File: config.mk
export PLATFORM = sky130hd
export DESIGN_NAME = timer_cnt_ctrl
export DESIGN_NICKNAME = d
export VERILOG_FILES = /design/src/rtl/timer_pkg.sv /design/src/rtl/timer_prescaler.sv /design/src/rtl/timer_cnt_ctrl.sv
export SDC_FILE = /design/constraint.sdc
export NUM_CORES = 1
export LEC_CHECK = 0
export ABC_AREA = 1
export BUFFER_PORTS_ARGS = -buffer_cell sky130_fd_sc_hd__buf_4
export CAP_MARGIN = 10
export CORE_MARGIN = 2
export CORE_UTILIZATION = 45
export CTS_CLUSTER_DIAMETER = 80
export DETAILED_ROUTE_END_ITERATION = 8
export PLACE_DENSITY = 0.68
export SETUP_SLACK_MARGIN = 0.1
export SYNTH_ARGS = -nofsm -noshare
export SYNTH_HDL_FRONTEND = slang
export SYNTH_SLANG_ARGS = --single-unit
File: constraint.sdc
create_clock -name clk -period 2.35 [get_ports clk]
set_input_delay 0.47 -clock clk [delete_from_list [all_inputs] [get_ports clk]]
set_output_delay 0.47 -clock clk [all_outputs]
set_load 0.02 [all_outputs]
File: src/rtl/timer_pkg.sv
// Shared types and constants for the timer IP: counter FSM states,
// prescaler width, register map offsets and TDR reset defaults.
package timer_pkg;

  typedef enum logic [1:0] {
    S_IDLE = 2'd0,
    S_RUN  = 2'd1,
    S_HALT = 2'd2
  } cnt_state_t;

  // Largest legal div_val; also the prescaler width in bits.
  localparam int MAX_DIV = 8;

  // Register map offsets.
  localparam logic [11:0] ADDR_TCR   = 12'h000;
  localparam logic [11:0] ADDR_TDR0  = 12'h004;
  localparam logic [11:0] ADDR_TDR1  = 12'h008;
  localparam logic [11:0] ADDR_TCMP0 = 12'h00C;
  localparam logic [11:0] ADDR_TCMP1 = 12'h010;
  localparam logic [11:0] ADDR_TIER  = 12'h014;
  localparam logic [11:0] ADDR_TISR  = 12'h018;
  localparam logic [11:0] ADDR_THCSR = 12'h01C;

  // Counter reset value, split into halves.
  localparam logic [31:0] DEFAULT_TDR0 = 32'h0000_0000;
  localparam logic [31:0] DEFAULT_TDR1 = 32'h0000_0000;

endpackage

File: src/rtl/timer_prescaler.sv
// Power-of-two prescaler. Counts while run is high and raises tick when
// the count reaches the limit (2^div_val - 1, or 0 when div_en is low).
// Holds while run is low; clr zeroes it. A divider change while running
// also zeroes it so a stale phase never meets a new limit.
module timer_prescaler
  import timer_pkg::*;
#(
  parameter int MAX_DIV = timer_pkg::MAX_DIV
) (
  input  logic       clk,
  input  logic       rst,
  input  logic       run,
  input  logic       clr,
  input  logic       div_en,
  input  logic [3:0] div_val,
  output logic       tick
);

  localparam logic [MAX_DIV-1:0] ONE = MAX_DIV'(1);

  logic [MAX_DIV-1:0] cnt_q, cnt_d;
  logic [MAX_DIV-1:0] limit;
  logic [MAX_DIV:0]   pow2;
  logic               div_en_q, div_en_d;
  logic [3:0]         div_val_q, div_val_d;
  logic               div_chg;

  // Limit decode, tick compare and next prescaler value.
  always_comb begin
    pow2      = (MAX_DIV+1)'(1) << div_val;
    limit     = div_en ? (pow2[MAX_DIV-1:0] - ONE) : '0;
    div_chg   = run & ((div_en != div_en_q) | (div_val != div_val_q));
    tick      = run & (cnt_q == limit);
    div_en_d  = div_en;
    div_val_d = div_val;
    cnt_d     = cnt_q;
    if (clr | div_chg) begin
      cnt_d = '0;
    end else if (run) begin
      cnt_d = tick ? '0 : cnt_q + ONE;
    end
  end

  // Prescaler count and last-seen divider settings.
  always_ff @(posedge clk) begin
    if (rst) begin
      cnt_q     <= '0;
      div_en_q  <= 1'b0;
      div_val_q <= 4'd0;
    end else begin
      cnt_q     <= cnt_d;
      div_en_q  <= div_en_d;
      div_val_q <= div_val_d;
    end
  end

endmodule

File: src/rtl/timer_cnt_ctrl.sv
// Timer counter controller: IDLE/RUN/HALT sequencing of a 64-bit counter
// with prescaled ticks, TDR half-writes and a counter-reset pulse.
// Count update priority: rst_cnt, then TDR write, then tick, then hold.
module timer_cnt_ctrl
  import timer_pkg::*;
#(
  parameter int CNT_W   = 64,
  parameter int MAX_DIV = timer_pkg::MAX_DIV
) (
  input  logic             clk,
  input  logic             rst,
  input  logic             timer_en,
  input  logic             div_en,
  input  logic [3:0]       div_val,
  input  logic             halt_req,
  input  logic             dbg_mode,
  input  logic             rst_cnt,
  input  logic             tdr0_wr,
  input  logic             tdr1_wr,
  input  logic [31:0]      mem_tdr0,
  input  logic [31:0]      mem_tdr1,
  output logic [CNT_W-1:0] count,
  output logic             cnt_tick,
  output logic             cnt_wrap,
  output logic             halted
);

  cnt_state_t       state_q, state_d;
  logic [CNT_W-1:0] count_q, count_d;
  logic             cnt_tick_q, cnt_tick_d;
  logic             cnt_wrap_q, cnt_wrap_d;
  logic             halted_q, halted_d;
  logic             run_s, idle_s, halt_hit, tdr_wr;
  logic             presc_clr, presc_tick;

  assign halt_hit  = halt_req & dbg_mode;
  assign tdr_wr    = tdr0_wr | tdr1_wr;
  assign presc_clr = rst_cnt | tdr_wr | idle_s;

  timer_prescaler #(.MAX_DIV(MAX_DIV)) u_presc (
    .clk     (clk),
    .rst     (rst),
    .run     (run_s),
    .clr     (presc_clr),
    .div_en  (div_en),
    .div_val (div_val),
    .tick    (presc_tick)
  );

  // FSM state register.
  always_ff @(posedge clk) begin
    if (rst) state_q <= S_IDLE;
    else     state_q <= state_d;
  end

  // FSM next state; timer_en low wins over a halt request.
  always_comb begin
    state_d = state_q;
    case (state_q)
      S_IDLE:  if (timer_en) state_d = S_RUN;
      S_RUN:   if (!timer_en) state_d = S_IDLE;
               else if (halt_hit) state_d = S_HALT;
      S_HALT:  if (!timer_en) state_d = S_IDLE;
               else if (!halt_hit) state_d = S_RUN;
      default: state_d = S_IDLE;
    endcase
  end

  // FSM outputs: prescaler run/clear qualifiers and next halted flag.
  always_comb begin
    run_s    = (state_q == S_RUN);
    idle_s   = (state_q == S_IDLE);
    halted_d = (state_d == S_HALT);
  end

  // Next count with tick and wrap flags for the cycle it lands.
  always_comb begin
    count_d    = count_q;
    cnt_tick_d = 1'b0;
    cnt_wrap_d = 1'b0;
    if (rst_cnt) begin
      count_d = '0;
    end else if (tdr_wr) begin
      if (tdr0_wr) count_d[31:0]       = mem_tdr0;
      if (tdr1_wr) count_d[CNT_W-1:32] = mem_tdr1;
    end else if (presc_tick) begin
      count_d    = count_q + CNT_W'(1);
      cnt_tick_d = 1'b1;
      cnt_wrap_d = &count_q;
    end
  end

  // Counter and registered status outputs.
  always_ff @(posedge clk) begin
    if (rst) begin
      count_q    <= {DEFAULT_TDR1, DEFAULT_TDR0};
      cnt_tick_q <= 1'b0;
      cnt_wrap_q <= 1'b0;
      halted_q   <= 1'b0;
    end else begin
      count_q    <= count_d;
      cnt_tick_q <= cnt_tick_d;
      cnt_wrap_q <= cnt_wrap_d;
      halted_q   <= halted_d;
    end
  end

  assign count    = count_q;
  assign cnt_tick = cnt_tick_q;
  assign cnt_wrap = cnt_wrap_q;
  assign halted   = halted_q;

endmodule

==> qor.yml, run 1 <==
status:
  status: "completed"
clock_tree:
  numCtsBuffers: 9
  clk-insertion-delay-late_ps: 350
  cts_buffer_depth: 2
  htree_levels: 3
  post-cts-setup-buffers: 0
  clock-sinks: 82
  cts_root_buffer: "clkbuf_16"
  cts_tree: "yes"
  cts.reportedPaths.clkPinSlew_ps: 60
pwr:
  p_per_area_mw_per_mm2: 452
  peakVddDrop_mv: 0.497
  leakage_nw: 3.83
grt:
  gr-total-overflow: 0
  antenna_found_initial: 0
  grt_pass1_wl_mm: 35.7
  grt_pass1_vias: 7051
  track_usage_pct: 30.3
  grt_max_degree: 64
final_layout:
  syn_to_final_growth_pct: 28.0
  design_area_mm2: 0.00828
  nNetsFinal: 1378
  regArea_mm2: 0.00164
  diodes: 0
  drive_above_1_share_pct: 20.3
  multi_input_area_mm2: 0.00432
  fillers: 1452
detailed_routing:
  dr_wl_met2_mm: 10.1
  wl_mm: 22.6
  drt-pass1-iter-count: 5
  initialDrtViolationCount: 571
  highest_layer: "met4"
  drt-met1-wl_mm: 9.93
  num_vias: 7607
  viasPerCell: 5.13
  routedWlPerCell_um: 15.2
  antenna_left: 0
  wl_met3_mm: 2.07
  route.detailed.drc: 0
timing:
  fmax_mhz: 472
  skew_ps: 8.48
  fin_crit_ps: 2120
  setup_violations: 0
  rsz0062_at_grt: "yes"
  drv_slew: 0
  final_hold_viol_count: 0
  setup_ws_ps: 233
  worstMarginPinSlew_ps: 728
  slew_headroom_pct: 51.5
  finalCritPeriodShare_pct: 90.1
die:
  dieArea_mm2: 0.0154
  die_x_um: 124
  initial_core_util_pct: 46.3
  die_h_um: 124
  row_count: 43
  io_pins: 144
  core_mm2: 0.0140
synth:
  yosys.area.top_type: "dfxtp_1"
  yosys_warnings: 0
  ys_ff_latch: 82
  syn-num-nets: 1221
  ys_types: 34
  seq_area_frac_synth_pct: 25.4
  synthCells: 1141
  synthesis.area_mm2: 0.00647
  synth_top_area_share_pct: 25.4
  avgSynthCellArea_um2: 5.67
  ys_top_cells_by_area: "dfxtp_1 25%, nand2_1 22%, nor2_1 16%, inv_1 5.5%, nand3_2 4.6%"
job:
  maxCapViolCount: 0
placed_design:
  place.gp.congestion: 1.01
  dp_hpwl_mm: 17.7
  post-place-ws_ps: -123
  io_buffers: 143
  place_area_mm2: 0.00796
min_path:
  hold_class: "input pin to register"
setup_path:
  critPathKind: "register to register"
  start_kind: "register"
  end_kind: "register"
  critPathMaxFanout: 6
  worstPathArrival_ps: 2360
  required_ps: 2600
==> cell type report <==
class	instances	share of cell area, %
Multi-Input combinational cell	923	52.2
Sequential cell	82	19.8
Timing Repair Buffer	183	17.0
Inverter	99	4.55
Clock buffer	13	3.14
Tap cell	180	2.72
Clock inverter	3	0.559
==> worst max-delay path, stage by stage (launching register included) <==
cell and delay (ps):
dfxtp_1 330, buf_4 160, nand3_1 130, nor2_1 230
nand3_1 160, nor2_1 250, nand4_1 190, or2_2 310
nand3_1 70, nand2_1 50, nor2_1 90, nor2_1 40
==> kinds of logic after synthesis <==
| group | share of synthesized area, % |
|---|---|
| buf+inv | 8.70 |
| xor+xnor | 4.60 |
| fa+ha+maj | 0.580 |
| mux | 1.08 |
| simple gates | 55.5 |
| compound gates | 4.21 |
| flops | 25.4 |
==> per-layer routing <==
| layer | GRT usage, % | up-vias |
|---|---|---|
| li1 | - | 3870 |
| met1 | 40.2 | 3415 |
| met2 | 49.2 | 290 |
| met3 | 7.83 | 32 |
| met4 | 8.01 | 0 |
| met5 | 0 | - |
==> metrics by stage <==
stage	setup TNS (ps)	power (mW)	utilization [%]	hold slack, ps	instances
6_report	0	3.74	59.2	354	1483
5_1_grt	0	3.92	59.2	359	1483
4_1_cts	0	3.77	59.1	349	1483
3_5_place_dp	-4860	2.27	56.9	541	1467
3_3_place_gp	-2630	2.26	56.9	527	1467
2_1_floorplan	0	1.97	-	471	1141
==> sequential cells by signal, indices dropped and copies added (netlist names) <==
name / cells
u_presc.div_en_q: 1
u_presc.div_val_q: 4
state_q: 2
u_presc.cnt_q: 8
cnt_wrap: 1
count: 64
halted: 1
cnt_tick: 1
==> cells in the mapped netlist <==
library cell  number
buf_2             12
buf_1              8
inv_1             95
nor4_1             3
nand4_4            1
xnor2_1            9
nor2_2             2
or2_2             10
xor2_1            25
mux2i_1            7
dfxtp_1           82
o21ai_1            1
nand3b_1          14
nor2_1           279
clkbuf_1          11
nand3_2           30
nand4_1           18
and2_1             1
a21boi_0           1
nand2_2            2
inv_2              4
nor3_1            22
o31ai_1            3
nand2_1          386
a21oi_1           10
nor2_4             3
buf_4              2
ha_1               3
a211oi_1           1
a31oi_1            4
nand2_4            2
buf_6              4
nand3_1           55
o21ai_0           31
==> worst paths after layout <==
| path | cells past startpoint | startpoint | slack (ps) | endpoint |
|---|---|---|---|---|
| max | 11 | count[0]$_SDFFE_PP0P_ | 230 | count[37]$_SDFFE_PP0P_ |
| min | 2 | rst | 350 | u_presc.div_val_q[0]$_SDFF_PP0_ |
| max reg2reg | 11 | count[0]$_SDFFE_PP0P_ | 230 | count[37]$_SDFFE_PP0P_ |
| min reg2reg | 2 | count[14]$_SDFFE_PP0P_ | 550 | count[14]$_SDFFE_PP0P_ |
==> timing repair <==
item                       in CTS  in global routing
hold buffers                    0                  0
gates resized for setup         0                  6
setup endpoints to repair       0                 40
==> power breakdown <==
| group | internal (mW) | switching [mW] | total (mW) |
|---|---|---|---|
| Clock | 0.887 | 0.615 | 1.50 |
| Combinational | 0.325 | 0.399 | 0.724 |
| Sequential | 1.44 | 0.0759 | 1.52 |
==> cell usage in the layout, fill, tap and decap left out, types with 22 or more instances in the layout <==
cell type	n
nand2_1	386
nor2_1	270
buf_4	180
inv_1	93
dfxtp_1	82
nand3_1	54
nand3_2	31
o21ai_0	31
xor2_1	25
nor3_1	22
No activity file was read; power rests on OpenSTA's default activity.
==> inputs of run 2 (changes only) <==
--- a/config.mk
+++ b/config.mk
@@ -12,7 +12,7 @@
 export CORE_UTILIZATION = 45
 export CTS_CLUSTER_DIAMETER = 80
 export DETAILED_ROUTE_END_ITERATION = 8
-export PLACE_DENSITY = 0.68
+export PLACE_DENSITY = 0.65
 export SETUP_SLACK_MARGIN = 0.1
 export SYNTH_ARGS = -nofsm -noshare
 export SYNTH_HDL_FRONTEND = slang
==> constraint.sdc (replaced) <==
create_clock -name clk -period 2.4 [get_ports clk]
set_input_delay 0.48 -clock clk [delete_from_list [all_inputs] [get_ports clk]]
set_output_delay 0.48 -clock clk [all_outputs]
set_load 0.02 [all_outputs]
==> run 2 against run 1 <==
Compared with the run above:
- worst hold slack improved by 21 ps
- largest power group unchanged
- global-route usage increased by 0.62 points
- final cell count increased by 0.20%
- non-clock buffer count increased by 3
- core utilization increased by 0.063 points
- clock power about the same
- critical path depth increased by 2
- final area increased by 0.11%
- via count increased by 0.12%
- sequential share of layout area about the same
==> qor.yml, run 2 (synthesis results as in run 1) <==
pwr:
  p_switching_mw: 1.07  # -2.2%
  leakage_nw: 3.86  # +0.63%
  power_frac_comb_pct: 19.5  # +0.2 points
  p_sw_share_pct: 29.1  # about the same
  pwr-share-seq_pct: 40.5  # about the same
  pwr-share-clk_pct: 40.0  # about the same
  power.internal_mw: 2.60  # -2.2%
  peakVddDrop_mv: 0.340  # -32%
  p_per_area_mw_per_mm2: 442  # -2.3%
  total_power_mw: 3.66  # -2.2%
placed_design:
  io_buffers: 143  # unchanged
  place_area_mm2: 0.00798  # +0.22%
  dp_hpwl_mm: 18.3  # +3.1%
  place.gp.congestion: 0.986  # -2.3%
  placed_cells_incl_taps: 1470  # +0.20%
clock_tree:
  cts_buffer_depth: 2  # unchanged
  cts_root_buffer: "clkbuf_16"
  htree_levels: 3  # unchanged
  post-cts-setup-buffers: 0  # unchanged
  clock-sinks: 82  # unchanged
  cts.reportedPaths.clkPinSlew_ps: 70  # about the same
  ctsHoldBuffers: 0  # unchanged
  cts_tree: "yes"
  clk-insertion-delay-late_ps: 350  # about the same
  numCtsBuffers: 9  # unchanged
final_layout:
  fillers: 1436  # -1.1%
  nNetsFinal: 1381  # +0.22%
  diodes: 0  # unchanged
  drive_above_1_share_pct: 20.1  # -0.20 points
  final_cell_mix: "386 x nand2_1, 273 x nor2_1, 182 x buf_4"
  design_area_mm2: 0.00829  # +0.11%
  final_util_pct: 59.3  # +0.063 points
  syn_to_final_growth_pct: 28.1
  largest_register_ffs: 64  # unchanged
  instances_no_fill: 1486  # +0.20%
  final_common_cell: "nand2_1"
setup_path:
  critPathMaxFanout: 5  # -1
  r2r_setup_slack_ps: 290  # +60 ps
  path_cells: "ha_1 -> nand2_1 -> nor2_1 -> buf_4 -> inv_1 -> nor2_2 -> nand3_1 -> nand2_1 -> inv_1 -> o21ai_0 -> nand2_1 -> nor2_1 -> nor2_1"
  worstPathArrival_ps: 2360  # about the same
  end_kind: "register"
  slowest_stage: "dfxtp_1"
  rr_worst_depth: 13  # +2
  slowest_delay_ps: 410  # +80 ps
  crit_start: "count[1]$_SDFFE_PP0P_"
  start_kind: "register"
  critPathKind: "register to register"
  required_ps: 2650  # +50 ps
  regToRegEndpoint: "count[44]$_SDFFE_PP0P_"
  crit-reg2reg-launch: "count[1]$_SDFFE_PP0P_"
timing:
  skew_ps: 10.9  # +2.42 ps
  fin_crit_ps: 2110  # -5.14 ps
  rsz0062_at_grt: "no"
  drv_slew: 0  # unchanged
  final.setup.tns_ps: 0  # unchanged
  final_hold_viol_count: 0  # unchanged
  setup_violations: 0  # unchanged
  slew_headroom_pct: 51.2  # -0.23 points
  finalCritPeriodShare_pct: 88.0  # -2.1 points
  fmax_mhz: 473  # +0.24%
  worstMarginPinSlew_ps: 732  # +3.52 ps
die:
  core_mm2: 0.0140  # unchanged
  io_pins: 144  # unchanged
  die_h_um: 124  # unchanged
  dieArea_mm2: 0.0154  # unchanged
  row_count: 43  # unchanged
  initial_core_util_pct: 46.3  # unchanged
  die_x_um: 124  # unchanged
detailed_routing:
  route.detailed.drc: 0  # unchanged
  drt-pass1-iter-count: 5  # unchanged
  num_vias: 7616  # +0.12%
  wl_mm: 23.2  # +2.6%
  initialDrtViolationCount: 622  # +8.9%
  antenna_left: 0  # unchanged
  routedWlPerCell_um: 15.6  # +2.4%
  viasPerCell: 5.13  # about the same
min_path:
  hold_path_depth: 2  # unchanged
  hold_end: "u_presc.div_val_q[0]$_SDFF_PP0_"
  hp-start: "rst"
  hold_class: "input pin to register"
grt:
  antenna_found_initial: 0  # unchanged
  grt_pass1_wl_mm: 36.3  # +1.6%
  grt_max_degree: 64  # unchanged
  grt_pass1_vias: 6790  # -3.7%
  gr-total-overflow: 0  # unchanged
  track_usage_pct: 31.0  # +0.62 points
status:
  status: "completed"
job:
  maxCapViolCount: 0  # unchanged
run 2: cell types whose count changed in the layout (fill, tap and decap cells not counted), moves of 2 or more:
cell	delta
clkinv_2	+2
nor2_1	+3
nor2_2	-3
buf_4	+2
run 2: per-stage QoR:
stage          worst slack, ps  hold WS, ps
2_1_floorplan              114          471
3_3_place_gp             -44.8          526
3_5_place_dp             -87.1          523
4_1_cts                    221          382
5_1_grt                    111          394
6_report                   288          375
run 2: area by class of cell:
| type | count | area (µm²) | area share, % |
|---|---|---|---|
| clock buffer | 12 | 256 | 3.09 |
| clock inverter | 4 | 48.8 | 0.588 |
| inverter | 99 | 377 | 4.54 |
| multi-input combinational | 923 | 4300 | 51.8 |
| sequential | 82 | 1640 | 19.8 |
| tap | 180 | 225 | 2.72 |
| timing repair buffer | 186 | 1450 | 17.4 |
run 2: worst max path at each step:
stage	to	slack (ps)	depth (start not counted)
after detailed placement	count[8]$_SDFFE_PP0P_	-90	17
after global routing	count[17]$_SDFFE_PP0P_	110	16
after global placement	count[11]$_SDFFE_PP0P_	-40	17
final	count[44]$_SDFFE_PP0P_	290	13
after CTS	count[44]$_SDFFE_PP0P_	220	13
after floorplan	count[51]$_SDFFE_PP0P_	110	17
run 2: power groups by stage:
stage / combinational (mW) / clock, mW / sequential (mW)
after floorplan: 0.377 / 0 / 1.55
after global placement: 0.706 / 0 / 1.51
after detailed placement: 0.712 / 0 / 1.51
after CTS: 0.715 / 1.48 / 1.48
after global routing: 0.794 / 1.54 / 1.49
final: 0.713 / 1.47 / 1.49
run 2: routing by layer:
layer / vias to the layer above / routed length [µm] / GRT usage [%] / part of all wire (%)
li1: 3878 / - / - / -
met4: 0 / 404 / 8.29 / 1.7
met3: 28 / 1560 / 4.81 / 6.7
met5: - / 0 / 0 / 0
met1: 3461 / 11000 / 44.9 / 47
met2: 249 / 10200 / 47.7 / 44
run 2: timing repair:
| item | CTS | global route |
|---|---|---|
| resized for setup | 0 | 3 |
| hold endpoints to repair | 0 | 0 |
| setup endpoints to repair | 0 | 15 |
run 2: worst max-delay path: cells and delay by family (launching register included):
kind,cells,cell delay (ps)
fa+ha+maj,1,190
compound gates,1,140
flops,1,410
buf+inv,3,280
simple gates,8,970
